### src/rtl/fetch_pc_sequencer_pkg.sv
// Shared types and constants for the fetch PC sequencer: PC geometry,
// EXE correction encodings and the per-stage PC/prediction record.
package fetch_pc_sequencer_pkg;

  localparam int unsigned      PC_W     = 10;
  localparam logic [PC_W-1:0]  RESET_PC = 10'h000;

  localparam logic [1:0] CORR_NONE = 2'b00;
  localparam logic [1:0] CORR_CNI  = 2'b10;
  localparam logic [1:0] CORR_PBT  = 2'b11;

  typedef struct packed {
    logic [PC_W-1:0] pc;
    logic            pred;
    logic            valid;
  } pipe_pc_t;

  // Sequential successor of a fetch PC; wraps naturally at 2^PC_W.
  function automatic logic [PC_W-1:0] seq_pc(input logic [PC_W-1:0] pc);
    return pc + {{(PC_W-1){1'b0}}, 1'b1};
  endfunction

endpackage

### src/rtl/fetch_pc_sequencer_sat_counter.sv
// Saturating event counter: increments by one on each enabled edge and
// sticks at all-ones. Output is registered, no backpressure.
module sat_counter #(
  parameter int unsigned CNT_W = 16
) (
  input  logic             clk_i,
  input  logic             nrst_i,
  input  logic             inc_i,
  output logic [CNT_W-1:0] cnt_o
);

  logic [CNT_W-1:0] cnt_q;
  logic [CNT_W-1:0] cnt_d;

  always_comb begin
    cnt_d = cnt_q;
    if (inc_i && (cnt_q != {CNT_W{1'b1}})) begin
      cnt_d = cnt_q + {{(CNT_W-1){1'b0}}, 1'b1};
    end
  end

  always_ff @(posedge clk_i or negedge nrst_i) begin
    if (!nrst_i) begin
      cnt_q <= '0;
    end else begin
      cnt_q <= cnt_d;
    end
  end

  assign cnt_o = cnt_q;

endmodule

### src/rtl/fetch_pc_sequencer.sv
// Program counter plus IF->ID->EXE PC/prediction pipeline around the branch
// predictor; EXE corrections redirect fetch next cycle and squash IF/ID, ID/EXE.
module fetch_pc_sequencer #(
  parameter int unsigned                     PC_W     = fetch_pc_sequencer_pkg::PC_W,
  parameter logic [fetch_pc_sequencer_pkg::PC_W-1:0] RESET_PC = fetch_pc_sequencer_pkg::RESET_PC,
  parameter int unsigned                     CNT_W    = 16
) (
  input  logic             CLK,
  input  logic             nrst,
  input  logic             stall,
  input  logic             if_prediction,
  input  logic [PC_W-1:0]  if_PBT,
  input  logic [1:0]       exe_correction,
  input  logic [PC_W-1:0]  exe_CNI,
  input  logic [PC_W-1:0]  exe_PBT,
  output logic [PC_W-1:0]  if_PC,
  output logic [PC_W-1:0]  id_PC,
  output logic             id_valid,
  output logic             id_pred,
  output logic [PC_W-1:0]  exe_PC,
  output logic             exe_valid,
  output logic             exe_pred,
  output logic             flush,
  output logic [CNT_W-1:0] mispredict_cnt,
  output logic [CNT_W-1:0] taken_redirect_cnt
);

  import fetch_pc_sequencer_pkg::*;

  logic [PC_W-1:0] pc_q;
  logic [PC_W-1:0] pc_d;
  pipe_pc_t        id_q;
  pipe_pc_t        id_d;
  pipe_pc_t        exe_q;
  pipe_pc_t        exe_d;

  logic redirect;
  logic taken_inc;

  // Bubbles in EXE never redirect, whatever the predictor drives.
  assign redirect  = exe_q.valid & exe_correction[1];
  assign taken_inc = ~redirect & ~stall & if_prediction;

  always_comb begin
    pc_d = pc_q;
    if (redirect) begin
      pc_d = (exe_correction == CORR_PBT) ? exe_PBT : exe_CNI;
    end else if (stall) begin
      pc_d = pc_q;
    end else if (if_prediction) begin
      pc_d = if_PBT;
    end else begin
      pc_d = seq_pc(pc_q);
    end
  end

  always_comb begin
    id_d = id_q;
    if (redirect) begin
      id_d.valid = 1'b0;
      id_d.pred  = 1'b0;
    end else if (!stall) begin
      id_d.pc    = pc_q;
      id_d.pred  = if_prediction;
      id_d.valid = 1'b1;
    end
  end

  // A stall leaves ID in place, so EXE receives a bubble rather than a copy.
  always_comb begin
    exe_d = exe_q;
    if (redirect) begin
      exe_d.valid = 1'b0;
      exe_d.pred  = 1'b0;
    end else if (stall) begin
      exe_d.valid = 1'b0;
    end else begin
      exe_d = id_q;
    end
  end

  always_ff @(posedge CLK or negedge nrst) begin
    if (!nrst) begin
      pc_q  <= RESET_PC;
      id_q  <= '0;
      exe_q <= '0;
    end else begin
      pc_q  <= pc_d;
      id_q  <= id_d;
      exe_q <= exe_d;
    end
  end

  sat_counter #(
    .CNT_W (CNT_W)
  ) u_mispredict_cnt (
    .clk_i  (CLK),
    .nrst_i (nrst),
    .inc_i  (redirect),
    .cnt_o  (mispredict_cnt)
  );

  sat_counter #(
    .CNT_W (CNT_W)
  ) u_taken_cnt (
    .clk_i  (CLK),
    .nrst_i (nrst),
    .inc_i  (taken_inc),
    .cnt_o  (taken_redirect_cnt)
  );

  assign if_PC     = pc_q;
  assign id_PC     = id_q.pc;
  assign id_valid  = id_q.valid;
  assign id_pred   = id_q.pred;
  assign exe_PC    = exe_q.pc;
  assign exe_valid = exe_q.valid;
  assign exe_pred  = exe_q.pred;
  assign flush     = redirect;

endmodule

### config.mk
export PLATFORM = sky130hd
export DESIGN_NAME = fetch_pc_sequencer
export DESIGN_NICKNAME = d
export VERILOG_FILES = /design/src/rtl/fetch_pc_sequencer_pkg.sv /design/src/rtl/fetch_pc_sequencer_sat_counter.sv /design/src/rtl/fetch_pc_sequencer.sv
export SDC_FILE = /design/constraint.sdc
export NUM_CORES = 1
export LEC_CHECK = 0
export BUFFER_PORTS_ARGS = -buffer_cell sky130_fd_sc_hd__buf_4
export CAP_MARGIN = 10
export CORE_MARGIN = 3
export CORE_UTILIZATION = 51
export DETAILED_ROUTE_END_ITERATION = 8
export PLACE_DENSITY = 0.8
export SKIP_LAST_GASP = 1
export SLEW_MARGIN = 25
export SYNTH_ARGS = -nofsm -noshare
export SYNTH_HDL_FRONTEND = slang
export SYNTH_SLANG_ARGS = --single-unit
### constraint.sdc
create_clock -name CLK -period 2.05 [get_ports CLK]
set_clock_uncertainty 0.1 [all_clocks]
set_input_delay 0.615 -clock CLK [delete_from_list [all_inputs] [get_ports CLK]]
set_output_delay 0.615 -clock CLK [all_outputs]
set_load 0.05 [all_outputs]
==> run metrics <==
setup slack at placement=just over 0.08 ns; Area after DPL=0.00424 sq mm; Max-cap violations=0; Primary FF master, synth=dfrtp_1; Post-synth EDFFs=0; CP delay by family, top=compound AO/OA/AOI/OAI gates; status=completed; Finished Cell Area=around 0.0045 sq mm; largest net degree at the start of global routing=roughly 40; die area=0.00750 sq mm; Setup CP Type=reg2reg; PnR worst setup slack=0.0752 ns; crit end category=flop; nets@finish=between 400 and 500; cell breakdown of the critical path=ha_1 > nand2_1 > nor4_4 > buf_4 > a2111oi_1 > xor2_1; Mapped Cells=roughly 340; multi-input logic area=between 0.0015 and 0.002 sq mm; fin. max-slew vios=0; # H-tree levels=3; die extent in y=86.6 um; register area share after synthesis=49.8%; Final Cycle Share=slightly below 100%; Tightest Pin Transition=slightly above 0.5 ns; post-synth design cell area=roughly 0.0033 sq mm; post-layout util=74.0%; Setup-failing EPs final=0; CTS tree=done; Cell Rows=28; Post-route DRC=0; via count=slightly below 3000; area delta synth->final=36.1%; clock sinks=66; grt ovf=0; Yosys cell types=42; CTS buffer count=9; FFs w/ async S/R, synth=100%; pwr/cell area=~1200 mW/mm^2; Clock Tree Root=clkbuf_8; Worst Path Buf+Inv=1; placed cell count=around 520; FF+latch area=0.00166 sq mm; headroom to the max-slew limit=between 60% and 70%; fin crit period=about 2.0 ns; largest stage delay on the critical path=~0.53 ns; port bufs=102; DRT Wirelength=8690 um; Max VDD drop=about 0.86 mV; Clk pin slew, worst setup/hold paths=around 0.070 ns; flops & latches, synth=between 60 and 70; YS warnings=0; FILL cells=around 470; crit path max-delay cell type=a2111oi_1; CP required=between 2 and 2.5 ns; Leakage=between 2 and 2.5 nW; routed length per instance=around 16 um; post-DP HPWL=between 6000 and 7000 um; syn_area_per_cell=just under 10 sq um; Final GP Congestion=0.847; cell taking the most area after synthesis=dfrtp_1; Total GRT Usage=23.8%; IO Pins=approximately 100; 1st-iter DRT viols=~170; layout cells sized above 1=32.0%; Core ar.=a little over 0.006 sq mm; Synth area leaders=dfrtp_1, nand2_1, xnor2_1; Hold Crit Class=in2async; first-pass GRT wire length=around 14000 um; vias in the first global route=around 2900; crit-path max FO=10; Fin Hold WS=slightly above 0.08 ns; RSZ-0062 raised after global routing=no; Critical Path AT=2.13 ns; worst skew pair latency=0.34 ns; nature of the critical path startpoint=flop; Hold Fails Final Rpt=0; DRT Pass-1 Iters=4; # diodes=0; Synth top area share=49.8%; Final ANT Viol Nets=0; Post-Layout Cell Count=around 530; Max Clock Freq=slightly above 0.5 GHz; initial antenna violation count=0; Synth Net Count=around 380; Via density=5.50; CTS Hold Bufs=0; Die W=86.6 um; Initial Utilization=around 54%; Max Root-Sink Buffers=2
## layer usage
layer / GRT usage [%] / vias to the layer above / share of wire, %
met5: 0 / - / 0
met4: 8.07 / 0 / 1.6
met3: 5.51 / 11 / 5.4
met2: 39.6 / 85 / 50
met1: 30.6 / 1418 / 43
li1: - / 1422 / -
## report_power, final
| part | total [W] | internal, W | switching (W) | leakage (nW) |
|---|---|---|---|---|
| sequential | 0.00186 | 0.00156 | 0.000305 | 0.837 |
| combinational | 0.00194 | 0.000621 | 0.00132 | 1.29 |
| clock | 0.00147 | 0.000963 | 0.000504 | 0.134 |
| total | 0.00527 | 0.00314 | 0.00213 | 2.26 |
## state kept, by name (all words and copies together), names as in the netlist
| signal | cells |
|---|---|
| id_valid | 1 |
| u_mispredict_cnt.cnt_o | 16 |
| u_taken_cnt.cnt_o | 16 |
| id_PC | 10 |
| exe_valid | 1 |
| id_pred | 1 |
| exe_pred | 1 |
| if_PC | 10 |
| exe_PC | 10 |
## worst reg2reg max path, delay by kind of cell (launching register included)
family	cells	cell delay, ns
XOR/XNOR	1	0.21
flip-flops	1	0.43
AO/OA/AOI/OAI	1	0.53
buffers and inverters	1	0.17
AND/OR/NAND/NOR	2	0.19
adder cells (fa/ha/maj)	1	0.25
## cell usage after synthesis, drive strengths merged (2+ instances only)
| cell type | instances |
|---|---|
| and4 | 4 |
| clkbuf | 10 |
| a211oi | 6 |
| inv | 8 |
| and3 | 5 |
| and2 | 2 |
| mux2 | 4 |
| o21ai | 12 |
| xor2 | 16 |
| a2111oi | 2 |
| nor2b | 3 |
| nor2 | 14 |
| a21oi | 10 |
| nor3 | 8 |
| xnor2 | 17 |
| nand2 | 75 |
| ha | 3 |
| nor4 | 6 |
| nand3 | 22 |
| dfrtp | 66 |
| nand4 | 9 |
| buf | 6 |
| a31oi | 4 |
| a31o | 3 |
| nor4b | 2 |
| mux2i | 11 |
| o221ai | 2 |
| o211ai | 6 |
## through the flow
stage	TNS (ns)	total power, W
after floorplan	-0.0354	0.00314
after global placement	0	0.00378
after detailed placement	0	0.00383
after CTS	0	0.00530
after global routing	0	0.00548
final	0	0.00527
## logic make-up (layout without fill, tap and decap cells)
logic type	after synthesis	after routing	share of synthesized area, %
AOI/OAI and AO/OA	49	49	9.85
xor gates and xnor gates	33	33	8.72
adders and majority gates	3	3	1.13
buffers and inverters	24	140	2.91
DFF	66	66	49.8
muxes	15	15	4.79
and+or+nand+nor	153	153	22.8
## cell usage in the layout (no fill, tap or decap), types with 5 or more instances in the layout
| cell type | instances |
|---|---|
| buf_4 | 114 |
| a211oi_1 | 6 |
| xnor2_1 | 17 |
| and3_1 | 5 |
| clkbuf_8 | 10 |
| o211ai_1 | 6 |
| nand3_1 | 22 |
| dfrtp_1 | 62 |
| nor4_1 | 5 |
| nor3_1 | 8 |
| inv_1 | 8 |
| mux2i_1 | 11 |
| nor2_1 | 14 |
| a21oi_1 | 8 |
| o21ai_0 | 11 |
| nand2_1 | 75 |
| nand4_1 | 7 |
| xor2_1 | 16 |
## layout make-up
cell class | count | share of cell area (%)
flip-flops and latches | 66 | 36.7
clock buffers | 11 | 3.13
repair buffers | 116 | 19.9
clock inverters | 5 | 2.77
multi-input cells | 253 | 34.8
inverters | 8 | 0.666
well taps | 75 | 2.08
## worst paths after layout
check	startpoint	endpoint	slack [ns]	cells after the start
max	u_taken_cnt.cnt_o[0]	u_taken_cnt.cnt_o[7]	0.08	6
min	nrst	if_PC[8]	0.08	1
max reg2reg	u_taken_cnt.cnt_o[0]	u_taken_cnt.cnt_o[7]	0.08	6
min reg2reg	exe_PC[2]	exe_PC[2]	0.38	2
max in group asynchronous	nrst	u_taken_cnt.cnt_o[1]	1.24	2
min in group CLK	exe_PC[2]	exe_PC[2]	0.38	2
## repair_timing
action / in CTS / in global routing
buffers inserted: 0 / 0
resized for setup: 1 / 0
endpoints found under the setup margin: 1 / 0
No activity file was read; power rests on OpenSTA's default activity.
